$ cat src/rtl/alarm_pkg.sv
// Shared types, BCD constants and helpers for the alarm bank.
package alarm_pkg;

   typedef enum logic [1:0] {
      ST_IDLE   = 2'd0,
      ST_RING   = 2'd1,
      ST_SNOOZE = 2'd2
   } state_t;

   localparam logic [3:0] BCD_0 = 4'd0;
   localparam logic [3:0] BCD_1 = 4'd1;
   localparam logic [3:0] BCD_2 = 4'd2;
   localparam logic [3:0] BCD_5 = 4'd5;
   localparam logic [3:0] BCD_9 = 4'd9;

   typedef struct packed {
      logic [3:0] hour_t;
      logic [3:0] hour_u;
      logic [3:0] min_t;
      logic [3:0] min_u;
   } hhmm_t;

   function automatic int unsigned sel_w(int unsigned n);
      return (n <= 2) ? 1 : $clog2(n);
   endfunction

   // Minutes {tens,units} +1, 59 wraps to 00 with no carry out.
   function automatic logic [7:0] inc_min(logic [7:0] m);
      if (m[3:0] == BCD_9)
         return (m[7:4] == BCD_5) ? 8'h00 : {m[7:4] + 4'd1, BCD_0};
      return {m[7:4], m[3:0] + 4'd1};
   endfunction

   function automatic logic [7:0] inc_hour(logic [7:0] h, logic mode_12h);
      if (mode_12h) begin
         if (h == 8'h12) return 8'h01;
      end else if (h == 8'h23) begin
         return 8'h00;
      end
      if (h[3:0] == BCD_9) return {h[7:4] + 4'd1, BCD_0};
      return {h[7:4], h[3:0] + 4'd1};
   endfunction

endpackage

$ cat src/rtl/bcd_time_add.sv
// Combinational HH:MM (BCD) plus a constant number of minutes, hour wrap per clock mode.
module bcd_time_add
   import alarm_pkg::*;
#(
   parameter int unsigned ADD_MIN  = 5,
   parameter bit          MODE_12H = 1'b0
) (
   input  hhmm_t t_in,
   output hhmm_t t_out
);

   logic [6:0] min_bin;
   logic [6:0] min_sum;
   logic [4:0] hr_bin;
   logic [4:0] hr_next;

   always_comb begin
      min_bin = 7'(t_in.min_t) * 7'd10 + 7'(t_in.min_u);
      hr_bin  = 5'(t_in.hour_t) * 5'd10 + 5'(t_in.hour_u);
      min_sum = min_bin + 7'(ADD_MIN);
      hr_next = hr_bin;
      if (min_sum >= 7'd60) begin
         min_sum = min_sum - 7'd60;
         if (MODE_12H) hr_next = (hr_bin == 5'd12) ? 5'd1 : hr_bin + 5'd1;
         else          hr_next = (hr_bin == 5'd23) ? 5'd0 : hr_bin + 5'd1;
      end
      t_out.hour_t = 4'(hr_next / 5'd10);
      t_out.hour_u = 4'(hr_next % 5'd10);
      t_out.min_t  = 4'(min_sum / 7'd10);
      t_out.min_u  = 4'(min_sum % 7'd10);
   end

endmodule

$ cat src/rtl/alarm_bank.sv
// N-channel BCD alarm registers with per-channel enable, edge-triggered match
// and one shared ring/snooze/stop controller.
module alarm_bank
   import alarm_pkg::*;
#(
   parameter int unsigned NUM_ALARMS = 4,
   parameter int unsigned SNOOZE_MIN = 5,
   parameter int unsigned RING_TICKS = 600,
   parameter bit          MODE_12H   = 1'b0,
   localparam int unsigned SELW      = sel_w(NUM_ALARMS)
) (
   input  logic                  clk10hz,
   input  logic                  rst,
   input  logic [SELW-1:0]       sel,
   input  logic                  setM,
   input  logic                  setH,
   input  logic [NUM_ALARMS-1:0] alarmEn,
   input  logic [3:0]            curHourTens,
   input  logic [3:0]            curHourMu,
   input  logic [3:0]            curMinTens,
   input  logic [3:0]            curMinMu,
   input  logic                  stopBtn,
   input  logic                  snoozeBtn,
   output logic [3:0]            alarmHourTens,
   output logic [3:0]            alarmHourMu,
   output logic [3:0]            alarmMinTens,
   output logic [3:0]            alarmMinMu,
   output logic                  ring,
   output logic [SELW-1:0]       ringCh,
   output logic                  snoozing
);

   localparam int unsigned CNTW = $clog2(RING_TICKS + 1);
   localparam hhmm_t RST_TIME = MODE_12H ? hhmm_t'({BCD_1, BCD_2, BCD_0, BCD_0}) : hhmm_t'(16'h0000);

   hhmm_t                  cur_c;
   hhmm_t                  alarm_all [NUM_ALARMS];
   hhmm_t                  rd_c;
   hhmm_t                  snooze_tgt_c;
   logic [NUM_ALARMS-1:0]  match_c;
   logic [NUM_ALARMS-1:0]  trig_c;
   logic [NUM_ALARMS-1:0]  match_prev_d, match_prev_q;
   logic                   any_trig_c;
   logic [SELW-1:0]        trig_idx_c;
   logic                   ch_en_c;

   state_t                 state_d, state_q;
   logic [SELW-1:0]        ring_ch_d, ring_ch_q;
   logic [CNTW-1:0]        ring_cnt_d, ring_cnt_q;
   hhmm_t                  target_d, target_q;
   logic                   ring_d, ring_q;
   logic                   snoozing_d, snoozing_q;

   assign cur_c = '{hour_t: curHourTens, hour_u: curHourMu, min_t: curMinTens, min_u: curMinMu};

   // Per-channel alarm register, set logic and match detection.
   for (genvar i = 0; i < NUM_ALARMS; i++) begin : gen_ch
      hhmm_t alarm_d, alarm_q;
      logic  setting_c;

      assign setting_c = (sel == SELW'(i)) && (setM || setH);

      always_comb begin
         alarm_d = alarm_q;
         if (sel == SELW'(i)) begin
            if (setM) {alarm_d.min_t, alarm_d.min_u}   = inc_min({alarm_q.min_t, alarm_q.min_u});
            if (setH) {alarm_d.hour_t, alarm_d.hour_u} = inc_hour({alarm_q.hour_t, alarm_q.hour_u}, MODE_12H);
         end
      end

      always_ff @(posedge clk10hz) begin
         if (rst) alarm_q <= RST_TIME;
         else     alarm_q <= alarm_d;
      end

      assign alarm_all[i] = alarm_q;
      assign match_c[i]   = alarmEn[i] && (alarm_q == cur_c) && !setting_c;
   end

   assign trig_c       = match_c & ~match_prev_q;
   assign match_prev_d = match_c;

   // Read mux, lowest-index trigger encoder and enable of the latched channel.
   always_comb begin
      rd_c       = '0;
      any_trig_c = 1'b0;
      trig_idx_c = '0;
      ch_en_c    = 1'b0;
      for (int i = 0; i < NUM_ALARMS; i++) begin
         if (sel == SELW'(i))       rd_c    = alarm_all[i];
         if (ring_ch_q == SELW'(i)) ch_en_c = alarmEn[i];
      end
      for (int i = NUM_ALARMS - 1; i >= 0; i--) begin
         if (trig_c[i]) begin
            any_trig_c = 1'b1;
            trig_idx_c = SELW'(i);
         end
      end
   end

   bcd_time_add #(
      .ADD_MIN  (SNOOZE_MIN),
      .MODE_12H (MODE_12H)
   ) u_snooze_add (
      .t_in  (cur_c),
      .t_out (snooze_tgt_c)
   );

   // Ring controller: stop beats snooze beats auto-stop.
   always_comb begin
      state_d    = state_q;
      ring_ch_d  = ring_ch_q;
      ring_cnt_d = ring_cnt_q;
      target_d   = target_q;
      unique case (state_q)
         ST_IDLE: begin
            if (any_trig_c) begin
               state_d    = ST_RING;
               ring_ch_d  = trig_idx_c;
               ring_cnt_d = '0;
            end
         end
         ST_RING: begin
            ring_cnt_d = ring_cnt_q + CNTW'(1);
            if (stopBtn) begin
               state_d = ST_IDLE;
            end else if (snoozeBtn) begin
               state_d  = ST_SNOOZE;
               target_d = snooze_tgt_c;
            end else if (ring_cnt_q == CNTW'(RING_TICKS - 1)) begin
               state_d = ST_IDLE;
            end
         end
         ST_SNOOZE: begin
            if (stopBtn || !ch_en_c) begin
               state_d = ST_IDLE;
            end else if (cur_c == target_q) begin
               state_d    = ST_RING;
               ring_cnt_d = '0;
            end
         end
         default: state_d = ST_IDLE;
      endcase
      ring_d     = (state_d == ST_RING);
      snoozing_d = (state_d == ST_SNOOZE);
   end

   always_ff @(posedge clk10hz) begin
      if (rst) begin
         state_q      <= ST_IDLE;
         ring_ch_q    <= '0;
         ring_cnt_q   <= '0;
         target_q     <= '0;
         ring_q       <= 1'b0;
         snoozing_q   <= 1'b0;
         match_prev_q <= '1;
      end else begin
         state_q      <= state_d;
         ring_ch_q    <= ring_ch_d;
         ring_cnt_q   <= ring_cnt_d;
         target_q     <= target_d;
         ring_q       <= ring_d;
         snoozing_q   <= snoozing_d;
         match_prev_q <= match_prev_d;
      end
   end

   assign alarmHourTens = rd_c.hour_t;
   assign alarmHourMu   = rd_c.hour_u;
   assign alarmMinTens  = rd_c.min_t;
   assign alarmMinMu    = rd_c.min_u;
   assign ring          = ring_q;
   assign ringCh        = ring_ch_q;
   assign snoozing      = snoozing_q;

endmodule

$ cat config.mk
export PLATFORM = sky130hd
export DESIGN_NAME = alarm_bank
export DESIGN_NICKNAME = d
export VERILOG_FILES = /design/src/rtl/alarm_pkg.sv /design/src/rtl/bcd_time_add.sv /design/src/rtl/alarm_bank.sv
export SDC_FILE = /design/constraint.sdc
export NUM_CORES = 1
export LEC_CHECK = 0
export BUFFER_PORTS_ARGS = -buffer_cell sky130_fd_sc_hd__clkbuf_2
export CAP_MARGIN = 0
export CORE_MARGIN = 3
export CORE_UTILIZATION = 56
export DETAILED_ROUTE_END_ITERATION = 8
export GPL_TIMING_DRIVEN = 1
export PLACE_DENSITY = 0.89
export SLEW_MARGIN = 15
export SYNTH_ARGS = -nofsm -noshare
export SYNTH_HDL_FRONTEND = slang
export SYNTH_SLANG_ARGS = --single-unit
$ cat constraint.sdc
create_clock -name clk10hz -period 5.35 [get_ports clk10hz]
set_input_delay 1.07 -clock clk10hz [delete_from_list [all_inputs] [get_ports clk10hz]]
set_output_delay 1.07 -clock clk10hz [all_outputs]
set_load 0.01 [all_outputs]
Word level (Yosys, flattened, before mapping)
Index checks and enable logic that the tools add are counted.
{"block": "classes", "n_addsub": 22, "mul": 2, "n_div": 4, "n_lt_le_gt_ge": 1, "n_eq_ne": 36, "n_shift": 0, "muxes": 98, "bitwise": 3, "n_reduce_logical": 46}
{"cell": "$mux W8", "n": 24}
{"cell": "$eq A16 B16 Y1", "n": 5}
{"cell": "$add A4 B1 Y4 const B", "n": 16}
{"cell": "$mux W16", "n": 4}
{"cell": "$mux W1", "n": 48}
{"cell": "$eq A4 B4 Y1 const B", "n": 8}
{"cell": "$eq A8 B6 Y1 const B", "n": 4}
{"cell": "$mux W10", "n": 3}
{"cell": "$pmux W10 S3", "n": 1}
{"cell": "$reduce_and A3 Y1", "n": 9}
{"cell": "$mux W2", "n": 10}
{"cell": "$reduce_and A2 Y1", "n": 9}
{"cell": "$eq A4 B3 Y1 const B", "n": 4}
{"cell": "$mux W4", "n": 4}
{"cell": "$eq A2 B2 Y1 const B", "n": 6}
{"cell": "$logic_and A1 B1 Y1", "n": 12}
{"cell": "$add A10 B1 Y10 const B", "n": 1}
{"cell": "$eq A10 B10 Y1 const B", "n": 1}
{"cell": "$mux W5", "n": 2}
{"cell": "$eq A2 B1 Y1 const B", "n": 4}
{"cell": "$reduce_bool A2 Y1", "n": 4}
{"cell": "$add A7 B3 Y7 const B", "n": 1}
{"cell": "$add A7 B4 Y7", "n": 1}
{"cell": "$div A7 B4 Y7 const B", "n": 1}
{"cell": "21 further kinds", "n": 30}
{"block": "totals", "ff_bits": 100, "latchBits": 0, "ram_bits": 0, "romBits": 0, "inputBits": 28, "output_inout_bits": 20, "word_cells": 238, "mem_count": 0}

Logic depth before layout (Yosys ltp)
{"block": "depth", "ltp_word": 12, "ltp_mapped": 26, "mapped_depth_nobuf": 25}

Modules after synthesis
From an unflattened synthesis, not the netlist that was laid out.
{"block": "unflattened", "cells_unflattened": 888, "area_unflattened_um2": 7343.3}
{"module": "alarm_bank", "instances": 1, "cells_each": 700, "area_each_um2": 5998.3, "seq_area_each_um2": 2001.9}
{"module": "bcd_time_add", "instances": 1, "cells_each": 188, "area_each_um2": 1345.0, "seq_area_each_um2": 0.0}

Worst setup path before layout
OpenSTA, ideal clock, no wires.
{"block": "synth_timing", "path_kind": "input to register", "from": "in curMinTens[1]", "to": "reg target_q[10] (netlist name)", "setup_time_ps": 91, "arrival_time_ps": 5468, "t_required_ps": 5259, "path_slack_ps": -209, "cell_stages": 25, "path_buffers": 1, "path_cell_list": "clkbuf_1 inv_1 ha_1 inv_1 fa_1 xnor2_1 inv_1 ha_1 nand2_1 o21ai_1 and4_4 o21ai_1 xnor2_1 ha_1 nor2_1 o211ai_1 o21ai_1 o21ai_0 nand2_1 ha_1 a221o_1 a21oi_2 o21ai_1 or2_0 a311oi_1"}
{"block": "synth_between", "elab_chain_cells": 6}
{"element": "start, declared", "line_no": "alarm_bank.sv:20", "text": "input logic [3:0] curMinTens,"}
{"element": "$mul A4 B3 Y6", "line_no": "bcd_time_add.sv:18", "text": "min_bin = 7'(t_in.min_t) * 7'd10 + 7'(t_in.min_u);"}
{"element": "$add A7 B4 Y7", "line_no": "bcd_time_add.sv:18"}
{"element": "$add A7 B3 Y7", "line_no": "bcd_time_add.sv:20", "text": "min_sum = min_bin + 7'(ADD_MIN);"}
{"element": "$ge A7 B6 Y1", "line_no": "bcd_time_add.sv:22", "text": "if (min_sum >= 7'd60) begin"}
{"element": "$mux W5", "line_no": "bcd_time_add.sv:22"}
{"element": "$mod A5 B4 Y5", "line_no": "bcd_time_add.sv:28", "text": "t_out.hour_u = 4'(hr_next % 5'd10);"}
{"element": "end signal, assigned", "line_no": "alarm_bank.sv:161", "text": "target_q <= target_d;"}
{"element": "end, declared", "line_no": "alarm_bank.sv:50", "text": "hhmm_t target_d, target_q;"}
Every way passes these cells.
A chain may end at the register's enable or synchronous reset.

Final worst setup path
{"block": "layout_timing", "from": "in curMinTens[0]", "to": "reg target_q[10] (netlist name)"}
The elaborated chain is that of the path after synthesis.

==> run metrics <==
status completed; total length of routed wires between 15 and 20 mm; CTS sink cnt 98; fillers ~970; number of global-route vias before repair roughly 6200; crit path DAT between 5000 and 6000 ps; Synth Warn # 0; Layout Nets slightly below 1000; Die H around 120 um; commonest cells in the netlist dfxtp_1, nor2_1, xnor2_1; Starting Density 58.60%; Starting DRT DRC Count 756; Period minus WS final between 5000 and 6000 ps; die footprint between 10000 and 15000 um2; Int Pwr 1481 uW; total CTS buffers 9; pin count of the biggest net entering global routing 51; vias per inst just over 6; peak supply drop between 0.15 and 0.2 mV; Die X-Extent around 120 um; PwrDens ~280 nW/um2; P&R area growth vs syn 12.66%; Pins Over Slew Limit 0; clk root buf clkbuf_16; first-pass GRT wire length 30.65 mm; deepest clock path buffer count 2; cell count after synthesis around 860; DR WL/cell roughly 17 um; Hold WS 470.9 ps; ys flop type dfxtp_1; core area ~12000 um2; Cell Rows 40; placed insts 1066; # H-tree levels 3; skew final approximately 9.6 ps; I/O Buffers 47; critical path class primary input to register; final setup TNS 0 ps; synth top area cells dfxtp_1, xnor2_1, xor2_1; Max transition margin between 20% and 30%; initial antenna violation count 0; Hold Fails Final Rpt 0; Pre-antenna DRT Iters 5; mean area per synthesized cell about 8.4 um2; residual overflow from global routing 0; Switching Share about a third; Syn Std Cell Area 7186 um2; final setup vio count 0; most frequent cell after synthesis dfxtp_1; leak pwr approximately 0.0031 uW; clock-pin slew on the worst setup and hold paths roughly 70 ps; FFs w/ async S/R, synth 0%; DP HPWL between 10 and 15 mm; boundary pin count 48; critical path launch point type primary input; layout cells sized above 1 17.60%; Worst Setup End Kind register; clk_lat worst skew 340 ps; area occupied by multi-input gates 4974 um2; Post-synth EDFFs 0; DRC Markers 0; Crit Path Max Fanout 4; vias post-DR about 6600; placed cell areas approximately 7800 um2; post-synth top area share a little over a quarter; Finished Layout Cells between 1000 and 1500; Post-Syn Nets between 900 and 1000; Slew @ Worst Pin roughly 1100 ps; worst hold path type register to register; overall power around 2200 uW; FF+latch area 1962 um2; gpl congestion 0.9581; clock share of power 27.8%; CP required around 5600 ps; Seq cells post-synth 98; Netlist cell types 81; Routed Antenna Nets 0; sequential power share 33.3%; fin crit share between 90 and 100%; Comb pwr share around two fifths; CTS tree done; Seq/Total Area, Yosys 27.30%; f_max approximately 200 MHz; # diodes 0; fin area about 8000 um2; gr usage total about a quarter; Max-Cap Viols 0; Psw approximately 760 uW; post-synth top area cell dfxtp_1
## worst paths after layout
path                                     from             to  slack (ps)  cells past startpoint
worst max register to register  alarm_all[40]  ring_cnt_q[4]        2330                     10
worst max-delay path            curMinTens[0]   target_q[10]         300                     22
worst min register to register    target_q[7]    target_q[7]         470                      2
worst min-delay path              target_q[7]    target_q[7]         470                      2
## registers in the layout (all words and copies together) (netlist names)
name and flops:
alarm_all 64, target_q 14, ring_cnt_q 10, match_prev_q 4, ringCh 2, state_q 2
ring 1, snoozing 1
## worst max-delay path, stage by stage
cell and delay [ps]:
clkbuf_2 100, ha_1 330, ha_2 210, fa_2 420
buf_4 150, a211o_1 260, a21o_1 200, and4_4 180
o21ai_1 140, xnor2_1 160, ha_2 230, nor2_1 40
o211ai_1 200, o21ai_2 110, o21ai_1 190, nand2_1 120
ha_1 190, a221o_1 270, a21oi_2 150, o21ai_2 110
or2_0 220, a311oi_1 230
## repair_timing
item                                    in CTS  in global routing
hold buffers                                 0                  0
endpoints found under the setup margin       0                  4
gates resized for setup                      0                  7
buffers inserted                             0                  1
endpoints found under the hold margin        0                  0
## through the flow
| step | utilization, % | setup slack, ps |
|---|---|---|
| floorplan | - | 23.51 |
| global placement | 63.42 | 21.70 |
| detailed placement | 63.42 | -134.6 |
| CTS | 65.72 | 206.3 |
| global route | 66.02 | -40.27 |
| finish | 66.02 | 303.9 |
## power by group through the flow
stage	Combinational, uW	Clock [uW]	Sequential, uW
CTS	848	629	747
global route	958	657	748
finish	874	624	748
floorplan	602	0	760
detailed placement	841	0	764
global placement	827	0	764
## cell type report
class	instances	share of cell area (%)
clock buffers	13	3.215
multi-input cells	679	61.44
well taps	168	2.597
flip-flops and latches	98	24.23
clock inverters	3	0.2782
inverters	35	1.623
repair buffers	87	6.615
## routing by layer
| metal | global-route usage (%) | wire length, um |
|---|---|---|
| met1 | 33.70 | 7395 |
| met2 | 43.80 | 8840 |
| met3 | 5.366 | 1749 |
| met4 | 8.400 | 471 |
| met5 | 0 | 0 |
## cell usage in the layout, fill, tap and decap left out, types with 4 or more instances in the layout
cell type	Yosys	routed
o211ai_1	8	8
nand2_1	54	54
a211oi_1	16	16
a21oi_2	3	4
nor4_1	15	15
mux2i_1	6	5
nand2b_1	15	15
xnor2_1	61	60
buf_4	2	40
nor2b_1	11	11
nor3b_1	7	6
inv_1	35	35
nor3_1	24	24
clkbuf_16	0	9
o22ai_1	7	7
nand4_1	17	17
nand3_1	28	28
xor2_1	59	59
ha_1	40	37
and3_1	10	10
or2_2	6	6
and2_1	9	9
o21ai_0	28	27
mux4_2	17	17
a21oi_1	49	48
nor2_1	96	96
or3_1	6	6
a311oi_1	12	12
dfxtp_1	98	98
nand3b_1	5	5
clkbuf_2	0	47
## cell families (layout without fill, tap and decap cells)
group / Yosys count / in the layout / synth area share, %
AND/OR/NAND/NOR: 319 / 319 / 22.64
AO/OA/AOI/OAI: 172 / 172 / 16.89
XOR/XNOR: 121 / 121 / 14.85
flip-flops: 98 / 98 / 27.30
buffers and inverters: 78 / 138 / 4.196
adder cells (fa/ha/maj): 43 / 43 / 7.801
multiplexers: 24 / 24 / 6.321
Note: power is estimated with default switching activity, not from simulation.
